### src/rtl/seq_restoring_divider_if.sv
// Start/busy/done handshake and operand/result bus for seq_restoring_divider.
// DIV_BY_ZERO_FLAG_EN adds the div_by_zero result flag.
interface seq_restoring_divider_if #(
  parameter int unsigned WIDTH = 8
);
  logic             start;
  logic [WIDTH-1:0] dividend;
  logic [WIDTH-1:0] divisor;
  logic             busy;
  logic             done;
  logic [WIDTH-1:0] quotient;
  logic [WIDTH-1:0] remainder;
`ifdef DIV_BY_ZERO_FLAG_EN
  logic             div_by_zero;
`endif

  modport master (
    output start, dividend, divisor,
    input  busy, done, quotient, remainder
`ifdef DIV_BY_ZERO_FLAG_EN
    , input div_by_zero
`endif
  );

  modport slave (
    input  start, dividend, divisor,
    output busy, done, quotient, remainder
`ifdef DIV_BY_ZERO_FLAG_EN
    , output div_by_zero
`endif
  );
endinterface

### src/rtl/seq_restoring_divider.sv
// Unsigned restoring divider, one quotient bit per clock (IDLE -> CALC -> DONE).
// Optional macro DIV_BY_ZERO_FLAG_EN: zero divisor short-circuits to DONE and raises div_by_zero.
module seq_restoring_divider #(
  parameter int unsigned WIDTH = 8
) (
  input logic clk,
  input logic rst,
  seq_restoring_divider_if.slave bus
);
  localparam int unsigned CW = $clog2(WIDTH + 1);

  localparam logic [1:0] S_IDLE = 2'd0;
  localparam logic [1:0] S_CALC = 2'd1;
  localparam logic [1:0] S_DONE = 2'd2;

  logic [1:0]       state;
  logic [CW-1:0]    cnt;
  logic [WIDTH-1:0] q_sh;
  logic [WIDTH-1:0] d;
  logic [WIDTH-1:0] r;
  logic [WIDTH-1:0] quo;
  logic [WIDTH-1:0] rem;

  logic [WIDTH-1:0] rs;
  logic [WIDTH:0]   t;
  logic [WIDTH-1:0] r_nxt;
  logic [WIDTH-1:0] q_nxt;

  // Trial subtraction; the borrow bit decides restore vs. keep and is the inverted quotient bit.
  always_comb begin
    rs    = {r[WIDTH-2:0], q_sh[WIDTH-1]};
    t     = {1'b0, rs} - {1'b0, d};
    r_nxt = t[WIDTH] ? rs : t[WIDTH-1:0];
    q_nxt = {q_sh[WIDTH-2:0], ~t[WIDTH]};
  end

`ifdef DIV_BY_ZERO_FLAG_EN
  logic dbz;
  assign bus.div_by_zero = dbz;
`endif

  always_ff @(posedge clk) begin
    if (rst) begin
      state <= S_IDLE;
      cnt   <= '0;
      q_sh  <= '0;
      d     <= '0;
      r     <= '0;
      quo   <= '0;
      rem   <= '0;
`ifdef DIV_BY_ZERO_FLAG_EN
      dbz   <= 1'b0;
`endif
    end else begin
      case (state)
        S_IDLE: begin
          if (bus.start) begin
`ifdef DIV_BY_ZERO_FLAG_EN
            if (bus.divisor == '0) begin
              state <= S_DONE;
              quo   <= '1;
              rem   <= bus.dividend;
              dbz   <= 1'b1;
            end else begin
              state <= S_CALC;
              q_sh  <= bus.dividend;
              d     <= bus.divisor;
              r     <= '0;
              cnt   <= CW'(WIDTH);
            end
`else
            state <= S_CALC;
            q_sh  <= bus.dividend;
            d     <= bus.divisor;
            r     <= '0;
            cnt   <= CW'(WIDTH);
`endif
          end
        end
        S_CALC: begin
          q_sh <= q_nxt;
          r    <= r_nxt;
          cnt  <= cnt - 1'b1;
          // Last iteration writes results straight from the datapath so DONE already shows them.
          if (cnt == CW'(1)) begin
            state <= S_DONE;
            quo   <= q_nxt;
            rem   <= r_nxt;
`ifdef DIV_BY_ZERO_FLAG_EN
            dbz   <= 1'b0;
`endif
          end
        end
        S_DONE:  state <= S_IDLE;
        default: state <= S_IDLE;
      endcase
    end
  end

  assign bus.busy      = (state == S_CALC);
  assign bus.done      = (state == S_DONE);
  assign bus.quotient  = quo;
  assign bus.remainder = rem;
endmodule

### src/flat_wrapper.sv
// flat-port wrapper written by rule: the top's interface ports become plain ports
module seq_restoring_divider_flat 
#(
  parameter int unsigned WIDTH = 8
)
  (clk, rst, bus_start, bus_dividend, bus_divisor, bus_busy, bus_done, bus_quotient, bus_remainder);
  seq_restoring_divider_if #(.WIDTH(WIDTH)) bus_i ();
  input logic clk;
  input logic rst;
  input wire logic [$bits(bus_i.start)-1:0] bus_start;
  input wire logic [$bits(bus_i.dividend)-1:0] bus_dividend;
  input wire logic [$bits(bus_i.divisor)-1:0] bus_divisor;
  output wire logic [$bits(bus_i.busy)-1:0] bus_busy;
  output wire logic [$bits(bus_i.done)-1:0] bus_done;
  output wire logic [$bits(bus_i.quotient)-1:0] bus_quotient;
  output wire logic [$bits(bus_i.remainder)-1:0] bus_remainder;
  assign bus_i.start = bus_start;
  assign bus_i.dividend = bus_dividend;
  assign bus_i.divisor = bus_divisor;
  assign bus_busy = bus_i.busy;
  assign bus_done = bus_i.done;
  assign bus_quotient = bus_i.quotient;
  assign bus_remainder = bus_i.remainder;
  seq_restoring_divider #(.WIDTH(WIDTH)) u_core (.clk(clk), .rst(rst), .bus(bus_i));
endmodule
### config.mk
export PLATFORM = sky130hd
export DESIGN_NAME = seq_restoring_divider_flat
export DESIGN_NICKNAME = d
export VERILOG_FILES = /design/src/rtl/seq_restoring_divider_if.sv /design/src/rtl/seq_restoring_divider.sv /design/src/flat_wrapper.sv
export SDC_FILE = /design/constraint.sdc
export NUM_CORES = 1
export LEC_CHECK = 0
export CAP_MARGIN = 40
export CORE_UTILIZATION = 54
export CTS_BUF_LIST = sky130_fd_sc_hd__clkbuf_4
export CTS_CLUSTER_SIZE = 20
export DETAILED_ROUTE_END_ITERATION = 16
export PLACE_DENSITY = 0.88
export SLEW_MARGIN = 20
export SYNTH_ARGS = -nofsm -noshare
export SYNTH_HDL_FRONTEND = slang
export SYNTH_SLANG_ARGS = --single-unit
### constraint.sdc
create_clock -name clk -period 2.4 [get_ports clk]
set_input_delay 0.72 -clock clk [delete_from_list [all_inputs] [get_ports clk]]
set_output_delay 0.72 -clock clk [all_outputs]
set_load 0.02 [all_outputs]
==> metrics.txt, run 1 <==
commonest non-fill, non-tap cells in the layout=51 x nand2_1, 45 x dfxtp_1, 36 x clkdlybuf4s50_1; commonest non-fill, non-tap cell in the layout=nand2_1; Worst EP required=2.66 ns; H-tree depth=2; Starting Density=between 50% and 60%; io pins=37; Synth Area in XOR/XNOR=1.23%; dominant cells by area after synthesis=dfxtp_1 42%, nand2_1 9.0%, a21oi_1 8.2%; DRT iter0 DRCs=between 100 and 150; Setup Skew=0.00918 ns; CP Launch Type=flop; Post-synth ARST share=0%; status=finished clean; Final WS setup=between 0.06 and 0.07 ns; Final Slew Violations=0; die height=around 65 um; Die Wd=64.8 um; antenna diode count=0; Routed Antenna Nets=0; Worst Setup End Kind=flop; clk buf depth=2; core area=~0.0037 sq mm; CTS Hold Bufs=0; CTS tree=yes; worst skew pair latency=0.35 ns; Max Cap Viol=0; ratio of cells with drive above 1 in the final layout=a little over 9%; maximum VDD drop=between 0.3 and 0.4 mV; Top Layer Used=met4; # DRC=0; worst-margin pin slew=just over 0.5 ns; pin count of the biggest net entering global routing=39; vias in the first global route=roughly 1.9k; Netlist cell types=44; # port buffers=36; CTS Buf Count=5; routed wl met3=roughly 310 um; fmax=428 MHz; pre-CTS setup slack=about 0.062 ns; design area=roughly 0.0027 sq mm; Syn Nets=291; adder-cell share of the synthesized area=6.81%; first-pass GRT wire length=~8.3 mm; WL/cell=14.6 um; worst hold path class=flop to flop; Tmin final=roughly 2.3 ns; Area growth, synth to finish=27.0%; sequential element share of the synthesized area=a little over two fifths; Post-DP Area=between 0.002 and 0.003 sq mm; leak pwr=1.02 nW; Synth Area in Compound Gates=a little under a quarter; grt ovf=0; PwrDens=between 600 and 700 mW/mm^2; Synth warnings=0; Cell Area, Synth=roughly 0.0021 sq mm; Fin. Hold Viols=0; wl on met1=about 2.2 mm; relative slew slack=65.7%; mux contribution to synthesized area=roughly 2.3%; met2 WL post-DR=between 2 and 3 mm; clk sinks=45; Syn Area/Cell=8.17 sq um; Post-synth EDFFs=0; clock-pin slew on the worst setup and hold paths=between 0.1 and 0.15 ns; root buffer cell=clkbuf_4; Main synth FF type=dfxtp_1; Pre-Repair DR Iteration Count=7; Critical Path AT=~2.6 ns; die area=roughly 0.0042 sq mm; global-route usage over all layers=between 20% and 30%; simple-gate area share of the yosys netlist=between 10% and 20%; Filler cells=around 270; leading area contributor after synthesis=dfxtp_1; Cells after Synth=between 200 and 300; Row Count=22; Routed WL=5.16 mm; largest family of logic cells by synthesized area=compound AO/OA/AOI/OAI gates; FF+latch count, synth=45; Tot Pwr=around 1.8 mW; final critical-path share of the clock period=a little over nine tenths; Setup Crit Path Kind=flop to flop; Hold Slack=between 0.4 and 0.5 ns; dpl hpwl=3.61 mm; final setup violation count=0; vias post-DR=around 2.0k; placer congestion estimate=roughly 0.9; drt via density=between 5 and 6; CP max FO=8; number of antenna violations at the first check in global routing=0; area share of the largest cell type after synthesis=about 42%; Nets=between 300 and 400
[Yosys cell counts, types with 2 or more instances]
cell type and n:
nor2_1 20, a211oi_1 7, o211ai_1 2, xor2_1 2, nor3_1 4, nand3_1 3
inv_1 15, mux2i_1 5, nand2_1 51, a21oi_1 35, nand2b_1 3, o21ai_0 10
a22oi_1 8, nor4_1 3, buf_1 3, a21o_1 2, clkbuf_1 7, dfxtp_1 45
nor4b_1 2, ha_1 10
[area by class of cell]
cell class / count / area [sq um] / share of cell area, %
clock inverter: 2 / 35.0 / 1.29
timing repair buffer: 48 / 463 / 17.1
multi-input combinational: 189 / 1150 / 42.5
clock buffer: 5 / 37.5 / 1.39
inverter: 16 / 60.1 / 2.22
sequential: 45 / 901 / 33.3
tap: 48 / 60.1 / 2.22
[per-layer routing]
metal | global-route usage (%) | vias up
met3 | 4.93 | 16
met1 | 32.4 | 938
met4 | 9.44 | 0
met2 | 44.0 | 71
met5 | 0 | -
li1 | - | 995
[cells by family after synthesis]
family                     after synthesis
AOI/OAI and AO/OA                       77
xor gates and xnor gates                 3
adders and majority gates               11
buffers and inverters                   27
DFF                                     45
muxes                                    5
and+or+nand+nor                         93
[registers in the layout (all words and copies together), names as in the netlist]
name                  cells
u_core.bus.quotient       8
u_core.bus.remainder      8
u_core.cnt                4
u_core.d                  8
u_core.q_sh               8
u_core.r                  7
u_core.state              2
[final timing paths]
path                            slack [ns]  depth (start not counted)                   start                 endpoint
worst max-delay path                  0.06                          9          u_core.q_sh[7]  u_core.bus.remainder[0]
worst max register to register        0.06                          9          u_core.q_sh[7]  u_core.bus.remainder[0]
worst min-delay path                  0.47                          2  u_core.bus.quotient[2]   u_core.bus.quotient[2]
worst min register to register        0.47                          2  u_core.bus.quotient[2]   u_core.bus.quotient[2]
[worst max-delay path: stages (launching register included)]
cell and delay, ns:
dfxtp_1 0.35, inv_2 0.07, ha_1 0.15, inv_1 0.05, fa_1 0.39, a21o_1 0.23, a221oi_4 0.39, o21a_4 0.23
nor4_1 0.06, a311o_1 0.32
[report_power, final]
part / switching, mW / internal (mW)
Sequential: 0.0345 / 0.790
Clock: 0.237 / 0.212
Combinational: 0.316 / 0.260
Total: 0.587 / 1.26
[metrics by stage]
step,std cells,utilization [%],TNS (ns)
3_5_place_dp,343,69.7,0
4_1_cts,350,71.6,0
2_1_floorplan,261,-,0
5_1_grt,353,72.9,-0.0264
3_3_place_gp,343,69.7,0
6_report,353,72.9,0
[timing repair]
| action | 4_1_cts | 5_1_grt |
|---|---|---|
| buffers inserted | 0 | 3 |
| resized for setup | 0 | 5 |
| setup endpoints to repair | 0 | 11 |
Power figures use the tool's default switching activity.
==> inputs of run 2 (changes only) <==
GPL_TIMING_DRIVEN = 0   (was unset)
RECOVER_POWER = 100   (was unset)
==> run 2 against run 1 <==
  * Power rose by 8.5%
  * Combinational power rose by 5.6%
  * Register-to-register slack barely moved
  * Sequential share of layout area fell by 0.39 points
  * Design area rose by 1.3%
  * Critical path type unchanged
  * Largest power group unchanged
  * Highest routed layer unchanged
==> metrics.txt, run 2 (same netlist as run 1, synthesis figures left out) <==
grt ovf=0; CP max FO=8; Tot Pwr=2.01 mW; die height=approximately 65 um; placer congestion estimate=~0.83; Area growth, synth to finish=28.7%; global-route usage over all layers=25.5%; Final WS setup=a little over 0.07 ns; root buffer cell=clkbuf_4; WL/cell=between 10 and 15 um; Critical Path AT=roughly 2.6 ns; Row Count=22; Setup Crit Path Kind=flop to flop; DP Cell Count=~350; clk buf depth=2; Worst R2R Setup Slack=around 0.070 ns; # port buffers=36; maximum VDD drop=0.466 mV; Setup Skew=~0.014 ns; fmax=429 MHz; CTS Hold Bufs=0; Max Cap Viol=0; Worst EP required=about 2.7 ns; pin count of the biggest net entering global routing=17; Post-DP Area=roughly 0.0026 sq mm; core area=between 0.003 and 0.004 sq mm; clock-pin slew on the worst setup and hold paths=about 0.14 ns; Worst Setup End Kind=flop; PwrDens=731 mW/mm^2; worst skew pair latency=0.37 ns; drt via density=between 5 and 6; dpl hpwl=3.52 mm; die area=about 0.0042 sq mm; vias post-DR=2033; # DRC=0; Die Wd=64.8 um; Nets=~340; worst-margin pin slew=approximately 0.77 ns; Tmin final=2.33 ns; Starting Density=between 50% and 60%; area of the multi-input gates=0.00117 sq mm; post-layout util=about three quarters; relative slew slack=roughly half; CTS Buf Count=5; pre-CTS setup slack=-0.0676 ns; DRT iter0 DRCs=94; final critical-path share of the clock period=97.1%; CTS tree=yes; antenna diode count=0; clk sinks=45; Pre-Repair DR Iteration Count=4; ratio of cells with drive above 1 in the final layout=just under 9%; fin cells=357; CP Launch Type=flop; number of antenna violations at the first check in global routing=0; Routed WL=slightly below 5 mm; Routed Antenna Nets=0; commonest non-fill, non-tap cells in the layout=51 x nand2_1, 44 x dfxtp_1, 35 x a21oi_1; Fin. Hold Viols=0; Final Slew Violations=0; leak pwr=around 1.1 nW; first-pass GRT wire length=between 8 and 9 mm; design area=about 0.0027 sq mm; vias in the first global route=1845; io pins=37; status=finished clean; commonest non-fill, non-tap cell in the layout=nand2_1; final setup violation count=0; worst hold path class=flop to flop; Filler cells=approximately 280; FF/Latch Area=about 900 sq um; H-tree depth=2
-- run 2: cell count changes in the layout (fill, tap and decap cells not counted), sizes merged --
cell,change
buf,-6
bufinv,+1
clkbuf,+9
clkdlybuf4s50,-20
clkinv,-1
dlygate4sd2,+1
dlygate4sd3,+19
inv,+1
-- run 2: critical path, stage by stage, from the launching register on --
cell and delay [ns]:
dfxtp_2 0.36, inv_4 0.07, ha_4 0.12, inv_1 0.05, fa_2 0.37, a21o_1 0.24
a221oi_4 0.41, o21ai_4 0.18, mux2i_4 0.25, a211oi_2 0.22
-- run 2: worst paths after layout --
| path | end | start | cells after the start |
|---|---|---|---|
| setup / recovery | u_core.bus.remainder[3] | u_core.q_sh[7] | 9 |
| hold / removal | u_core.bus.quotient[5] | u_core.bus.quotient[5] | 2 |
| setup reg to reg | u_core.bus.remainder[3] | u_core.q_sh[7] | 9 |
| hold reg to reg | u_core.bus.quotient[5] | u_core.bus.quotient[5] | 2 |
-- run 2: layout make-up --
class	count	share of cell area (%)
Buffer	10	1.41
Clock buffer	5	1.37
Clock inverter	3	2.37
Inverter	16	2.37
Multi-Input combinational cell	189	42.8
Sequential cell	45	32.9
Tap cell	48	2.19
Timing Repair Buffer	41	14.6
-- run 2: metal layers --
metal | wire length (um) | up-vias | global-route usage, %
met5 | 0 | - | 0
met4 | 104 | 0 | 9.17
met3 | 302 | 11 | 7.22
met2 | 2290 | 62 | 39.5
met1 | 2210 | 950 | 33.5
li1 | - | 1010 | -
-- run 2: timing repair --
item / 4_1_cts / 5_1_grt
hold endpoints to repair: 0 / 0
buffers inserted: 0 / 5
pin swaps: 2 / 7
gates resized for setup: 4 / 11
setup endpoints to repair: 5 / 14
-- run 2: through the flow --
| step | TNS, ns | hold slack [ns] |
|---|---|---|
| after floorplan | 0 | 0.436 |
| after global placement | -0.0673 | 0.444 |
| final | 0 | 0.459 |
| after CTS | 0 | 0.464 |
| after detailed placement | -0.0676 | 0.447 |
| after global routing | -0.0140 | 0.488 |
-- run 2: power by group --
part | leakage (nW) | switching, mW | internal, mW
Combinational | 0.655 | 0.330 | 0.277
Sequential | 0.367 | 0.0343 | 0.791
Clock | 0.0552 | 0.252 | 0.322
